### src/rtl/phy_cc_pkg.sv
// Shared definitions for the PD PHY CC line access controller.
// Latency: n/a (types, constants and elaboration-time helpers only).
// Backpressure: n/a.
//
// Contents: FSM state encoding, line owner encoding, default timing
// parameters and width helpers used to size the timer and retry counter.
package phy_cc_pkg;

  localparam int IFG_CYCLES_DEF     = 25;
  localparam int BACKOFF_CYCLES_DEF = 64;
  localparam int MAX_RETRY_DEF      = 3;

  typedef enum logic [2:0] {
    ST_IDLE    = 3'd0,
    ST_CHECK   = 3'd1,
    ST_BACKOFF = 3'd2,
    ST_GRANT   = 3'd3,
    ST_IFG     = 3'd4
  } cc_state_t;

  typedef enum logic {
    OWN_PROT = 1'b0,
    OWN_HRST = 1'b1
  } cc_owner_t;

  function automatic int max_int(input int a, input int b);
    return (a > b) ? a : b;
  endfunction

  // Bits needed to hold 0..maxval, never less than one bit.
  function automatic int cnt_width(input int maxval);
    return (maxval < 1) ? 1 : $clog2(maxval + 1);
  endfunction

endpackage

### src/rtl/phy_cc_timer.sv
// Loadable down-counter with a zero flag, shared by the BACKOFF and IFG waits.
// Latency: load takes effect on the next clk edge; zero is decoded from the count register.
// Backpressure: none; dec is ignored once the count reaches zero (no wrap).
//
// Ports:
//   clk, rst_n     clock, asynchronous active-low reset (count -> 0)
//   load, load_val load a new count (load wins over dec)
//   dec            decrement request
//   zero           count == 0
module phy_cc_timer #(
  parameter int W = 7
) (
  input  logic         clk,
  input  logic         rst_n,
  input  logic         load,
  input  logic [W-1:0] load_val,
  input  logic         dec,
  output logic         zero
);

  logic [W-1:0] count;

  always_ff @(posedge clk or negedge rst_n) begin
    if (!rst_n) begin
      count <= '0;
    end else if (load) begin
      count <= load_val;
    end else if (dec && (count != '0)) begin
      count <= count - 1'b1;
    end
  end

  assign zero = (count == '0);

endmodule

### src/rtl/phy_cc_access_ctrl.sv
// Arbitrates CC line access between protocol and hard-reset transmit requests.
// Latency: request -> det_en 1 cycle; det_done -> gnt/fail 1 cycle; tx_done -> gnt low 1 cycle.
// Backpressure: requests are levels held by the requester; they wait in BACKOFF/GRANT/IFG.
//
// Ports:
//   clk, rst_n             clock, asynchronous active-low reset
//   prot_req, hrst_req     transmit requests (level); hard reset has priority
//   prot_gnt, hrst_gnt     line granted (level, held until tx_done)
//   prot_fail, hrst_fail   one-cycle pulse: request abandoned after retries
//   tx_done                frame finished (pulse), only honoured in GRANT
//   det_en                 idle detector enable, held for a whole window
//   det_done, det_result   detector window complete / line idle
//   busy                   controller not in IDLE
// Every output is a flop; no input reaches an output combinationally.
module phy_cc_access_ctrl
  import phy_cc_pkg::*;
#(
  parameter int IFG_CYCLES     = IFG_CYCLES_DEF,     // >= 1
  parameter int BACKOFF_CYCLES = BACKOFF_CYCLES_DEF, // >= 1
  parameter int MAX_RETRY      = MAX_RETRY_DEF
) (
  input  logic clk,
  input  logic rst_n,
  input  logic prot_req,
  input  logic hrst_req,
  output logic prot_gnt,
  output logic hrst_gnt,
  output logic prot_fail,
  output logic hrst_fail,
  input  logic tx_done,
  output logic det_en,
  input  logic det_done,
  input  logic det_result,
  output logic busy
);

  localparam int TW = cnt_width(max_int(IFG_CYCLES, BACKOFF_CYCLES));
  localparam int RW = cnt_width(MAX_RETRY);

  localparam logic [RW-1:0] RETRY_LIMIT = RW'(MAX_RETRY);

  // The load lands on the edge that enters the wait state, so the first
  // cycle in that state already sees N-1; loading N-1 makes the wait state
  // last exactly N cycles before the zero flag moves the FSM on.
  localparam logic [TW-1:0] BACKOFF_LOAD = TW'((BACKOFF_CYCLES > 0) ? BACKOFF_CYCLES - 1 : 0);
  localparam logic [TW-1:0] IFG_LOAD     = TW'((IFG_CYCLES > 0) ? IFG_CYCLES - 1 : 0);

  cc_state_t       state;
  cc_owner_t       owner;
  logic [RW-1:0]   retry_cnt;

  logic            own_req;
  logic            busy_retry;
  logic            tmr_load;
  logic [TW-1:0]   tmr_load_val;
  logic            tmr_dec;
  logic            tmr_zero;

  always_comb begin
    own_req      = (owner == OWN_HRST) ? hrst_req : prot_req;
    // A busy result that still has retries left goes to BACKOFF.
    busy_retry   = (state == ST_CHECK) && det_done && !det_result && (retry_cnt != RETRY_LIMIT);
    tmr_load     = busy_retry || ((state == ST_GRANT) && tx_done);
    tmr_load_val = (state == ST_GRANT) ? IFG_LOAD : BACKOFF_LOAD;
    tmr_dec      = (state == ST_BACKOFF) || (state == ST_IFG);
  end

  phy_cc_timer #(
    .W (TW)
  ) u_timer (
    .clk      (clk),
    .rst_n    (rst_n),
    .load     (tmr_load),
    .load_val (tmr_load_val),
    .dec      (tmr_dec),
    .zero     (tmr_zero)
  );

  // Outputs are assigned alongside each state transition so they always
  // reflect the state being entered.
  always_ff @(posedge clk or negedge rst_n) begin
    if (!rst_n) begin
      state     <= ST_IDLE;
      owner     <= OWN_PROT;
      retry_cnt <= '0;
      prot_gnt  <= 1'b0;
      hrst_gnt  <= 1'b0;
      prot_fail <= 1'b0;
      hrst_fail <= 1'b0;
      det_en    <= 1'b0;
      busy      <= 1'b0;
    end else begin
      prot_fail <= 1'b0;
      hrst_fail <= 1'b0;

      case (state)
        ST_IDLE: begin
          if (hrst_req) begin
            state     <= ST_CHECK;
            owner     <= OWN_HRST;
            retry_cnt <= '0;
            det_en    <= 1'b1;
            busy      <= 1'b1;
          end else if (prot_req) begin
            state     <= ST_CHECK;
            owner     <= OWN_PROT;
            retry_cnt <= '0;
            det_en    <= 1'b1;
            busy      <= 1'b1;
          end
        end

        // det_en stays high for the whole window; the detector only clears
        // its counters on det_done.
        ST_CHECK: begin
          if (det_done) begin
            det_en <= 1'b0;
            if (det_result) begin
              state    <= ST_GRANT;
              prot_gnt <= (owner == OWN_PROT);
              hrst_gnt <= (owner == OWN_HRST);
            end else if (retry_cnt == RETRY_LIMIT) begin
              state     <= ST_IDLE;
              busy      <= 1'b0;
              prot_fail <= (owner == OWN_PROT);
              hrst_fail <= (owner == OWN_HRST);
            end else begin
              // Only reached below the limit, so the count never wraps.
              state     <= ST_BACKOFF;
              retry_cnt <= retry_cnt + 1'b1;
            end
          end
        end

        // Withdrawal beats preemption beats timer expiry.
        ST_BACKOFF: begin
          if (!own_req) begin
            state <= ST_IDLE;
            busy  <= 1'b0;
          end else if ((owner == OWN_PROT) && hrst_req) begin
            // The protocol request stays pending and is re-served from IDLE.
            state     <= ST_CHECK;
            owner     <= OWN_HRST;
            retry_cnt <= '0;
            det_en    <= 1'b1;
          end else if (tmr_zero) begin
            state  <= ST_CHECK;
            det_en <= 1'b1;
          end
        end

        ST_GRANT: begin
          if (tx_done) begin
            state    <= ST_IFG;
            prot_gnt <= 1'b0;
            hrst_gnt <= 1'b0;
          end
        end

        ST_IFG: begin
          if (tmr_zero) begin
            state <= ST_IDLE;
            busy  <= 1'b0;
          end
        end

        default: begin
          state    <= ST_IDLE;
          prot_gnt <= 1'b0;
          hrst_gnt <= 1'b0;
          det_en   <= 1'b0;
          busy     <= 1'b0;
        end
      endcase
    end
  end

endmodule

### config.mk
export PLATFORM = sky130hd
export DESIGN_NAME = phy_cc_access_ctrl
export DESIGN_NICKNAME = d
export VERILOG_FILES = /design/src/rtl/phy_cc_pkg.sv /design/src/rtl/phy_cc_timer.sv /design/src/rtl/phy_cc_access_ctrl.sv
export SDC_FILE = /design/constraint.sdc
export NUM_CORES = 1
export LEC_CHECK = 0
export BUFFER_PORTS_ARGS = -buffer_cell sky130_fd_sc_hd__buf_2
export CAP_MARGIN = 20
export CORE_MARGIN = 3
export CORE_UTILIZATION = 54
export DETAILED_ROUTE_END_ITERATION = 7
export PLACE_DENSITY_LB_ADDON = 0.2
export SYNTH_ARGS = -nofsm -noshare
export SYNTH_HDL_FRONTEND = slang
export SYNTH_SLANG_ARGS = --single-unit
### constraint.sdc
create_clock -name clk -period 2.7 [get_ports clk]
set_input_delay 0 -clock clk [delete_from_list [all_inputs] [get_ports clk]]
set_output_delay 0 -clock clk [all_outputs]
set_load 0.1 [all_outputs]
==> impl_metrics.json, run 1 <==
{
  "postSynth.asyncResetShare_pct": 100.0,
  "clock_skew_ns": 0.003235,
  "synth_edf_count": 0,
  "cp_cell_sequence": "inv_1 -> ha_1 -> or2b_2 -> o311a_1 -> nor2b_1 -> or3_1",
  "clkSlewWorstSetupHoldPaths_ns": 0.10,
  "final_nets": 155,
  "path_delay_family": "simple AND/OR/NAND/NOR gates",
  "final_antenna_net_count": 0,
  "vias": 1025,
  "maxCapViolCount": 0,
  "yosysWarnings": 0,
  "slowest_delay_ns": 0.42,
  "design.core.area_mm2": 0.002002,
  "critPathBufInv": 1,
  "grt_max_degree": 21,
  "fin_crit_ns": 2.007,
  "ys_seq_area_share_pct": 40.77,
  "yosys.area.top_type": "dfrtp_1",
  "rows": 16,
  "gp_congestion": 0.8990,
  "grt_pass1_vias": 995,
  "numCtsBuffers": 3,
  "netlist.area_leader.share_pct": 40.77,
  "ys_types": 45,
  "first_pass_iters": 4,
  "wl_met3_um": 102,
  "cp_slowest_cell": "dfrtp_1",
  "cts_tree": "built",
  "clock-root-buffer": "clkbuf_4",
  "p_leak_uw": 0.0005760,
  "yosys_register_bits": 19,
  "antenna_cells": 0,
  "ir_drop_v": 0.0007488,
  "fin_tns_setup_ns": 0,
  "max_freq_mhz": 498.2,
  "vias_per_cell": 5.959,
  "drc": 0,
  "syn-cell-area_mm2": 0.001166,
  "die_w_um": 52.47,
  "wirelength_um": 2586,
  "ys.flop_type": "dfrtp_1",
  "timing.final.crit_share_pct": 74.34,
  "post_cts_buffers": 0,
  "cts.sinks": 19,
  "tightestPinTransition_ns": 0.5445,
  "worstHoldPathType": "primary input to flop",
  "num_io_pins": 13,
  "path_max_fanout": 8,
  "dieArea_mm2": 0.002753,
  "hpwl_um": 1927,
  "wl_met2_um": 1236,
  "globalRouteOverflowTotal": 0,
  "cp-start-kind": "flop",
  "arrival_ns": 2.19,
  "grt_pass1_wl_um": 4457,
  "die_y_um": 52.47,
  "cp-end-kind": "flop",
  "drtIter0Drc": 25,
  "dpl_cell_area_mm2": 0.001229,
  "drive_above_1_share_pct": 15.17,
  "relSlewSlack_pct": 63.70,
  "wl_met1_um": 1220,
  "io_buffers": 12,
  "yosys-top-cells-area": "dfrtp_1 (41%), o21ai_0 (4.3%), nor2_1 (4.2%)",
  "clockBufferDepth": 2,
  "fillers": 185,
  "synthCells": 133,
  "antenna_found_initial": 0,
  "h-tree-depth": 1,
  "avgSynthCellArea_um2": 8.768,
  "status": "complete, no violations",
  "routed.top_layer": "met4",
  "path_class": "flop to flop",
  "setup_viol_count_final": 0,
  "hold_viol": 0,
  "insertion_delay_ns": 0.30,
  "holdWs_ns": 0.08089,
  "initial_utilization_pct": 58.25,
  "final_cell_area_mm2": 0.001275,
  "routedWlPerCell_um": 15.03,
  "rsz0062_at_grt": "no",
  "power.density_mw_per_mm2": 1192,
  "final_max_slew_viol_count": 0,
  "area_delta_synth_final_pct": 9.335,
  "grtUsageTotal_pct": 22.10,
  "syn_nets": 142,
  "crit_required_ns": 2.88
}
per-stage QoR:
| stage | utilization, % | setup WS, ns | power (uW) | cells |
|---|---|---|---|---|
| floorplan | - | 0.7834 | 1231 | 133 |
| global placement | 61.38 | 0.7526 | 1343 | 166 |
| detailed placement | 61.38 | 0.6940 | 1381 | 166 |
| CTS | 63.69 | 0.6714 | 1529 | 172 |
| global route | 63.69 | 0.5662 | 1649 | 172 |
| finish | 63.69 | 0.6927 | 1520 | 172 |
worst min-delay path: stages:
cell and delay, ns:
buf_2 0.12, nand3b_1 0.16, nor2_1 0.06
synth_stat cells, types with 2 or more instances:
| library cell | number |
|---|---|
| nand3b_1 | 2 |
| clkbuf_1 | 4 |
| mux2i_1 | 3 |
| nand4b_1 | 2 |
| o21ai_0 | 10 |
| nor3_1 | 4 |
| dfrtp_1 | 19 |
| nor2_1 | 13 |
| ha_1 | 2 |
| a21oi_1 | 9 |
| o22ai_1 | 2 |
| or3_1 | 2 |
| nand2_1 | 8 |
| nand3_1 | 5 |
| inv_1 | 10 |
| nand2b_1 | 4 |
| nor2b_1 | 3 |
| a31oi_1 | 3 |
| a41oi_1 | 2 |
routing by layer:
layer  up-vias  track usage [%]
met2        26            34.09
met4         0            7.660
li1        508                -
met3         6            6.553
met1       485            29.21
met5         -                0
area by class of cell:
type | count | area [um2] | share of cell area, %
multi-input combinational | 98 | 621.8 | 48.77
sequential | 19 | 475.5 | 37.29
timing repair buffer | 14 | 80.08 | 6.281
inverter | 10 | 37.54 | 2.944
tap | 27 | 33.78 | 2.650
clock buffer | 4 | 26.28 | 2.061
where the power goes:
group	total [uW]	leakage, uW	internal (uW)	switching [uW]
logic	822	0.000333	297	526
clock network	138	0.0000150	57.6	79.9
registers	560	0.000228	389	171
total	1520	0.000576	743	777
worst paths after layout:
kind / from / endpoint / slack, ns / cells past startpoint
max in group asynchronous: rst_n / u_timer.count[0] / 2.23 / 2
max reg2reg: u_timer.count[0] / u_timer.count[2] / 0.69 / 6
min in group asynchronous: rst_n / det_en / 0.17 / 2
min: det_result / hrst_fail / 0.08 / 3
min reg2reg: retry_cnt[0] / retry_cnt[0] / 0.50 / 1
max: u_timer.count[0] / u_timer.count[2] / 0.69 / 6
placed cells by master (no fill, tap or decap), drive strengths merged, types with 3 or more instances in the layout:
master  netlist  routed
a21oi         9       9
a31oi         3       3
buf           2      12
clkbuf        4       4
dfrtp        19      19
inv          10      10
mux2i         3       3
nand2         8       8
nand2b        4       4
nand3         5       5
nor2         13      13
nor2b         3       3
nor3          4       4
o21ai        10      10
or3           4       4
logic make-up after synthesis:
kind of cell    after synthesis  share of synthesized area, %
mux                           4                         3.541
flops                        19                         40.77
fa+ha+maj                     2                         2.146
xor+xnor                      2                         1.502
compound gates               39                         22.21
buf+inv                      16                         5.901
simple gates                 51                         23.93
registers in the layout, indices dropped and copies added (netlist names):
signal,count
busy,1
det_en,1
hrst_fail,1
hrst_gnt,1
owner,1
prot_fail,1
prot_gnt,1
retry_cnt,2
state,3
u_timer.count,7
timing repair:
item                      4_1_cts  5_1_grt
resized for setup               0        0
hold endpoints to repair       20        0
hold buffers                    2        0
Note: power is estimated with default switching activity, not from simulation.
==> run 2: changes to the inputs <==
--- a/config.mk
+++ b/config.mk
@@ -8,7 +8,7 @@
 export BUFFER_PORTS_ARGS = -buffer_cell sky130_fd_sc_hd__buf_2
 export CAP_MARGIN = 20
 export CORE_MARGIN = 3
-export CORE_UTILIZATION = 54
+export CORE_UTILIZATION = 51
 export DETAILED_ROUTE_END_ITERATION = 7
 export PLACE_DENSITY_LB_ADDON = 0.2
 export SYNTH_ARGS = -nofsm -noshare
==> constraint.sdc (replaced) <==
create_clock -name clk -period 1.65 [get_ports clk]
set_input_delay 0 -clock clk [delete_from_list [all_inputs] [get_ports clk]]
set_output_delay 0 -clock clk [all_outputs]
set_load 0.1 [all_outputs]
==> run 2 against run 1 <==
The run now ends with negative setup slack left. Setup slack worse by 0.86 ns. Hold slack worse by 0.035 ns. Critical path depth unchanged. Clock skew up 0.00065 ns. Cell count rose by 12%. Flip-flop and latch count did not move. Non-clock buffer count up 20. Utilization grew 12 points. Die area grew 5.2%. Final area grew 23%. Critical path type unchanged. Highest routed layer unchanged. Clock power up 78%.
==> impl_metrics.json, run 2 (synthesis results as in run 1) <==
{
  "p_comb_share_pct": 67.9,
  "hold_start": "hrst_req",
  "p_switching_uw": 1563,
  "vias": 1138,
  "path_max_fanout": 3,
  "clock-root-buffer": "clkbuf_4",
  "dpl_cell_area_mm2": 0.001371,
  "wirelength_um": 3076,
  "final_nets": 175,
  "first_pass_iters": 4,
  "crit_required_ns": 1.85,
  "violations": "negative setup slack",
  "globalRouteOverflowTotal": 0,
  "area_delta_synth_final_pct": 34.33,
  "arrival_ns": 2.01,
  "numCtsBuffers": 3,
  "final_cells": 192,
  "cp_slowest_cell": "dfrtp_1",
  "antenna_found_initial": 0,
  "switching_share_pct": 48.42,
  "clkSlewWorstSetupHoldPaths_ns": 0.11,
  "p_int_uw": 1665,
  "cp-end-kind": "flop",
  "cts_tree": "built",
  "p_leak_uw": 0.0007157,
  "cts.sinks": 19,
  "hold_viol": 0,
  "mostFrequentLayoutCells": "dfrtp_1 (19), buf_4 (19), nor2_1 (13), buf_2 (12), inv_1 (10)",
  "reg_top3": "u_timer.count: 7 flops, state: 3 flops, retry_cnt: 2 flops",
  "rsz0062_at_grt": "yes",
  "h-tree-depth": 1,
  "hpwl_um": 2148,
  "setup.worst_path.start": "u_timer.count[1]",
  "grt_pass1_wl_um": 4878,
  "worstHoldPathType": "primary input to flop",
  "wl_met3_um": 194,
  "setup_viol_count_final": 12,
  "critPathBufInv": 1,
  "drive_above_1_share_pct": 37.58,
  "die_y_um": 53.82,
  "die_w_um": 53.82,
  "grt_max_degree": 20,
  "final_max_slew_viol_count": 0,
  "relSlewSlack_pct": 67.63,
  "worst_slack_ns": -0.1634,
  "cp_cell_sequence": "inv_1 -> ha_2 -> or2b_4 -> o311a_4 -> nor2b_4 -> or3_1",
  "timing.final.crit_share_pct": 109.9,
  "cp-start-kind": "flop",
  "rows": 16,
  "antenna_cells": 0,
  "clockBufferDepth": 2,
  "vias_per_cell": 5.927,
  "maxCapViolCount": 0,
  "power.density_mw_per_mm2": 2060,
  "insertion_delay_ns": 0.31,
  "drc": 0,
  "largest_reg_flops": 7,
  "r2r_start": "u_timer.count[1]",
  "grtUsageTotal_pct": 23.72,
  "fin_crit_ns": 1.813,
  "num_io_pins": 13,
  "final_cell_area_mm2": 0.001567,
  "io_buffers": 12,
  "p_seq_share_pct": 24.5,
  "routedWlPerCell_um": 16.02,
  "fin_tns_setup_ns": -1.159,
  "dieArea_mm2": 0.002896,
  "design.core.area_mm2": 0.002062,
  "clock_skew_ns": 0.003885,
  "path_delay_family": "simple AND/OR/NAND/NOR gates",
  "wl_met2_um": 1468,
  "ir_drop_v": 0.001997,
  "slowest_delay_ns": 0.39,
  "dp.cells": 183,
  "max_freq_mhz": 551.4,
  "drtIter0Drc": 37,
  "routed.top_layer": "met4",
  "wl_met1_um": 1395,
  "final_antenna_net_count": 0,
  "gp_congestion": 0.9650,
  "reg2reg_slack_ns": -0.16,
  "path_class": "flop to flop",
  "initial_utilization_pct": 56.55,
  "tightestPinTransition_ns": 0.4890,
  "grt_pass1_vias": 1062,
  "p_clk_share_pct": 7.6,
  "top_register": "u_timer.count",
  "status": "finished with violations"
}
==> run 2: cell count changes in the layout (fill, tap and decap cells not counted), moves of 2 or more <==
cell     change
o21ai_0      -4
o21ai_1      +2
ha_2         +2
o22ai_2      +2
o22ai_1      -2
ha_1         -2
o21ai_2      +2
buf_4       +19
==> run 2: layer usage <==
layer  vias to the layer above  track usage, %
met4                         0           7.234
met2                        42           35.48
li1                        547               -
met5                         -               0
met1                       547           32.81
met3                         2           6.925
==> run 2: stage by stage <==
step / utilization [%] / setup slack (ns) / hold WS [ns] / total power, uW
finish: 75.97 / -0.1634 / 0.04581 / 3227
global route: 75.97 / -0.2420 / 0.04876 / 3449
CTS: 70.45 / -0.1565 / 0.03016 / 2945
detailed placement: 66.50 / -0.1323 / -0.02621 / 2582
global placement: 66.50 / -0.1055 / -0.04195 / 2521
floorplan: - / -0.2135 / -0.2956 / 2050
==> run 2: layout make-up <==
class	instances	area (um2)
clock buffers	3	22.52
clock inverters	1	5.005
fillers	149	495.5
inverters	10	37.54
multi-input cells	98	758.2
flip-flops and latches	19	475.5
well taps	27	33.78
repair buffers	34	234.0
==> run 2: final timing paths <==
check,depth (start not counted),end
setup reg to reg,6,u_timer.count[2]
hold / removal,3,owner
min in group asynchronous,2,owner
hold reg to reg,2,hrst_gnt
max in group asynchronous,2,prot_fail
setup / recovery,6,u_timer.count[2]
==> run 2: power by group through the flow <==
stage | Clock, uW | Sequential [uW] | Combinational, uW
floorplan | 0 | 1050 | 997
global placement | 0 | 780 | 1740
detailed placement | 0 | 783 | 1800
CTS | 257 | 780 | 1910
global route | 271 | 816 | 2360
finish | 246 | 790 | 2190
==> run 2: tightest hold or removal path, delay by kind of cell <==
kind / cells / cell delay, ns
AOI/OAI and AO/OA: 2 / 0.18
buffers and inverters: 1 / 0.15
==> run 2: what timing repair did <==
| action | in CTS | in global routing |
|---|---|---|
| pin swaps | 2 | 7 |
| endpoints found under the hold margin | 22 | 0 |
| hold buffers | 2 | 0 |
| buffers inserted | 1 | 2 |
| gates resized for setup | 6 | 21 |
| endpoints found under the setup margin | 13 | 14 |
==> run 3: changes to the inputs <==
--- a/config.mk
+++ b/config.mk
@@ -7,8 +7,10 @@
 export LEC_CHECK = 0
 export BUFFER_PORTS_ARGS = -buffer_cell sky130_fd_sc_hd__buf_2
 export CAP_MARGIN = 20
+export CORE_ASPECT_RATIO = 1.1
 export CORE_MARGIN = 3
 export CORE_UTILIZATION = 51
+export CTS_CLUSTER_SIZE = 20
 export DETAILED_ROUTE_END_ITERATION = 7
 export PLACE_DENSITY_LB_ADDON = 0.2
 export SYNTH_ARGS = -nofsm -noshare
==> run 3 against run 2 <==
The flow still finishes with violations (negative setup slack). Utilization shrank 4.1 points. Wire length shrank 6.9%. Cell count down 1.0%. Sequential share of layout area grew 1.4 points. Setup slack improved by 0.011 ns. Register-to-register slack hardly changed. Maximum frequency is 0.60% higher. Non-clock buffer count is 3 lower. Critical endpoint is now busy. Largest cell class unchanged. Largest power group unchanged.
==> impl_metrics.json, run 3 (synthesis results as in run 1) <==
{
  "p_switching_uw": 1453,
  "final_cell_area_mm2": 0.001499,
  "top_register": "u_timer.count",
  "h-tree-depth": 1,
  "grt_pass1_wl_um": 4919,
  "dp.cells": 182,
  "worst_slack_ns": -0.1526,
  "cp_cell_sequence": "inv_1 -> ha_2 -> or2b_4 -> or3_2 -> a32o_1",
  "initial_utilization_pct": 55.94,
  "crit_required_ns": 1.86,
  "area_delta_synth_final_pct": 28.54,
  "vias": 1087,
  "p_int_uw": 1563,
  "tightestPinTransition_ns": 0.4878,
  "p_seq_share_pct": 24.6,
  "drc": 0,
  "drive_above_1_share_pct": 33.33,
  "first_pass_iters": 4,
  "max_freq_mhz": 554.7,
  "maxCapViolCount": 0,
  "reg2reg_slack_ns": -0.15,
  "cp_slowest_cell": "or3_2",
  "clockBufferDepth": 2,
  "timing.final.crit_share_pct": 109.2,
  "rr_worst_depth": 5,
  "die_y_um": 56.15,
  "clock_skew_ns": 0.007184,
  "dpl_cell_area_mm2": 0.001358,
  "mostFrequentLayoutCells": "dfrtp_1 (19), buf_4 (16), nor2_1 (12), buf_2 (12), inv_1 (10)",
  "final_cells": 190,
  "holdPathStages": 3,
  "path_class": "flop to flop",
  "reg2reg_to": "busy",
  "critPathCapture": "busy",
  "wirelength_um": 2864,
  "drtIter0Drc": 10,
  "ir_drop_v": 0.001467,
  "cts_tree": "built",
  "gp_congestion": 0.8887,
  "path_delay_family": "simple AND/OR/NAND/NOR gates",
  "utilization_pct": 71.91,
  "slowest_delay_ns": 0.50,
  "power.density_mw_per_mm2": 2012,
  "path_max_fanout": 5,
  "path_depth": 5,
  "relSlewSlack_pct": 67.70,
  "p_comb_share_pct": 67.1,
  "die_w_um": 51.59,
  "r2r_start": "u_timer.count[1]",
  "clkSlewWorstSetupHoldPaths_ns": 0.11,
  "final_max_slew_viol_count": 0,
  "design.core.area_mm2": 0.002085,
  "globalRouteOverflowTotal": 0,
  "grt_max_degree": 20,
  "p_leak_uw": 0.0006887,
  "hold_viol": 0,
  "violations": "negative setup slack",
  "hpwl_um": 1949,
  "rows": 17,
  "critPathBufInv": 1,
  "routedWlPerCell_um": 15.07,
  "final_antenna_net_count": 0,
  "arrival_ns": 2.01,
  "switching_share_pct": 48.18,
  "rsz0062_at_grt": "yes",
  "setup_viol_count_final": 13,
  "reg_top3": "u_timer.count: 7 flops, state: 3 flops, retry_cnt: 2 flops",
  "grtUsageTotal_pct": 22.64,
  "p_clk_share_pct": 8.2,
  "antenna_cells": 0,
  "worstHoldPathType": "primary input to flop",
  "final_nets": 172,
  "io_buffers": 12,
  "cp-end-kind": "flop",
  "vias_per_cell": 5.721,
  "setup.worst_path.start": "u_timer.count[1]",
  "largest_reg_flops": 7,
  "clock-root-buffer": "clkbuf_4",
  "cts.sinks": 19,
  "insertion_delay_ns": 0.31,
  "num_io_pins": 13,
  "antenna_found_initial": 0,
  "fin_crit_ns": 1.803,
  "cp-start-kind": "flop",
  "status": "finished with violations",
  "finalPower_uw": 3016,
  "grt_pass1_vias": 1119,
  "dieArea_mm2": 0.002897,
  "numCtsBuffers": 3,
  "layout_commonest_cell": "dfrtp_1"
}
## run 3: power groups by stage
stage                     Clock [uW]  Sequential [uW]  Combinational [uW]
final                            248              743                2030
after global routing             274              771                2210
after CTS                        252              741                1890
after detailed placement           0              751                1760
after global placement             0              741                1730
after floorplan                    0             1050                 997
## run 3: cell type report
class                      count  area [um2]
clock inverter                 1       5.005
sequential                    19       475.5
multi-input combinational     98       711.9
clock buffer                   3       22.52
inverter                      10       37.54
tap                           28       35.03
timing repair buffer          31       211.5
fill                         169       585.6
## run 3: per-layer routing
| metal | track usage, % | part of all wire [%] | routed length [um] |
|---|---|---|---|
| met5 | 0 | 0 | 0 |
| met4 | 11.61 | 2.4 | 69 |
| met3 | 3.753 | 2.3 | 67 |
| met2 | 38.18 | 51 | 1461 |
| met1 | 26.90 | 44 | 1266 |
## run 3: through the flow
stage	TNS, ns	setup slack [ns]	hold slack, ns
after CTS	-1.062	-0.1531	0.02750
final	-1.157	-0.1526	0.02321
after global placement	-0.3853	-0.07581	-0.03641
after floorplan	-0.2771	-0.2135	-0.2956
after global routing	-2.156	-0.2218	0.03635
after detailed placement	-0.7184	-0.1392	-0.02843
## run 3: timing repair
action                     4_1_cts  5_1_grt
resized for setup                8       10
pin swaps                        4        8
hold buffers                     2        0
setup endpoints to repair       13       15
hold endpoints to repair        20        0
buffers inserted                 1        1
## run 3: worst min path at each step
stage / slack (ns) / end / start
4_1_cts: 0.03 / owner / hrst_req
3_5_place_dp: -0.03 / u_timer.count[2] / rst_n
2_1_floorplan: -0.30 / busy / rst_n
5_1_grt: 0.04 / owner / hrst_req
3_3_place_gp: -0.04 / u_timer.count[2] / rst_n
6_report: 0.02 / owner / hrst_req
## run 3: worst min-delay path, cell delays in order
cell	delay, ns
buf_2	0.14
a21oi_1	0.12
a21oi_1	0.05
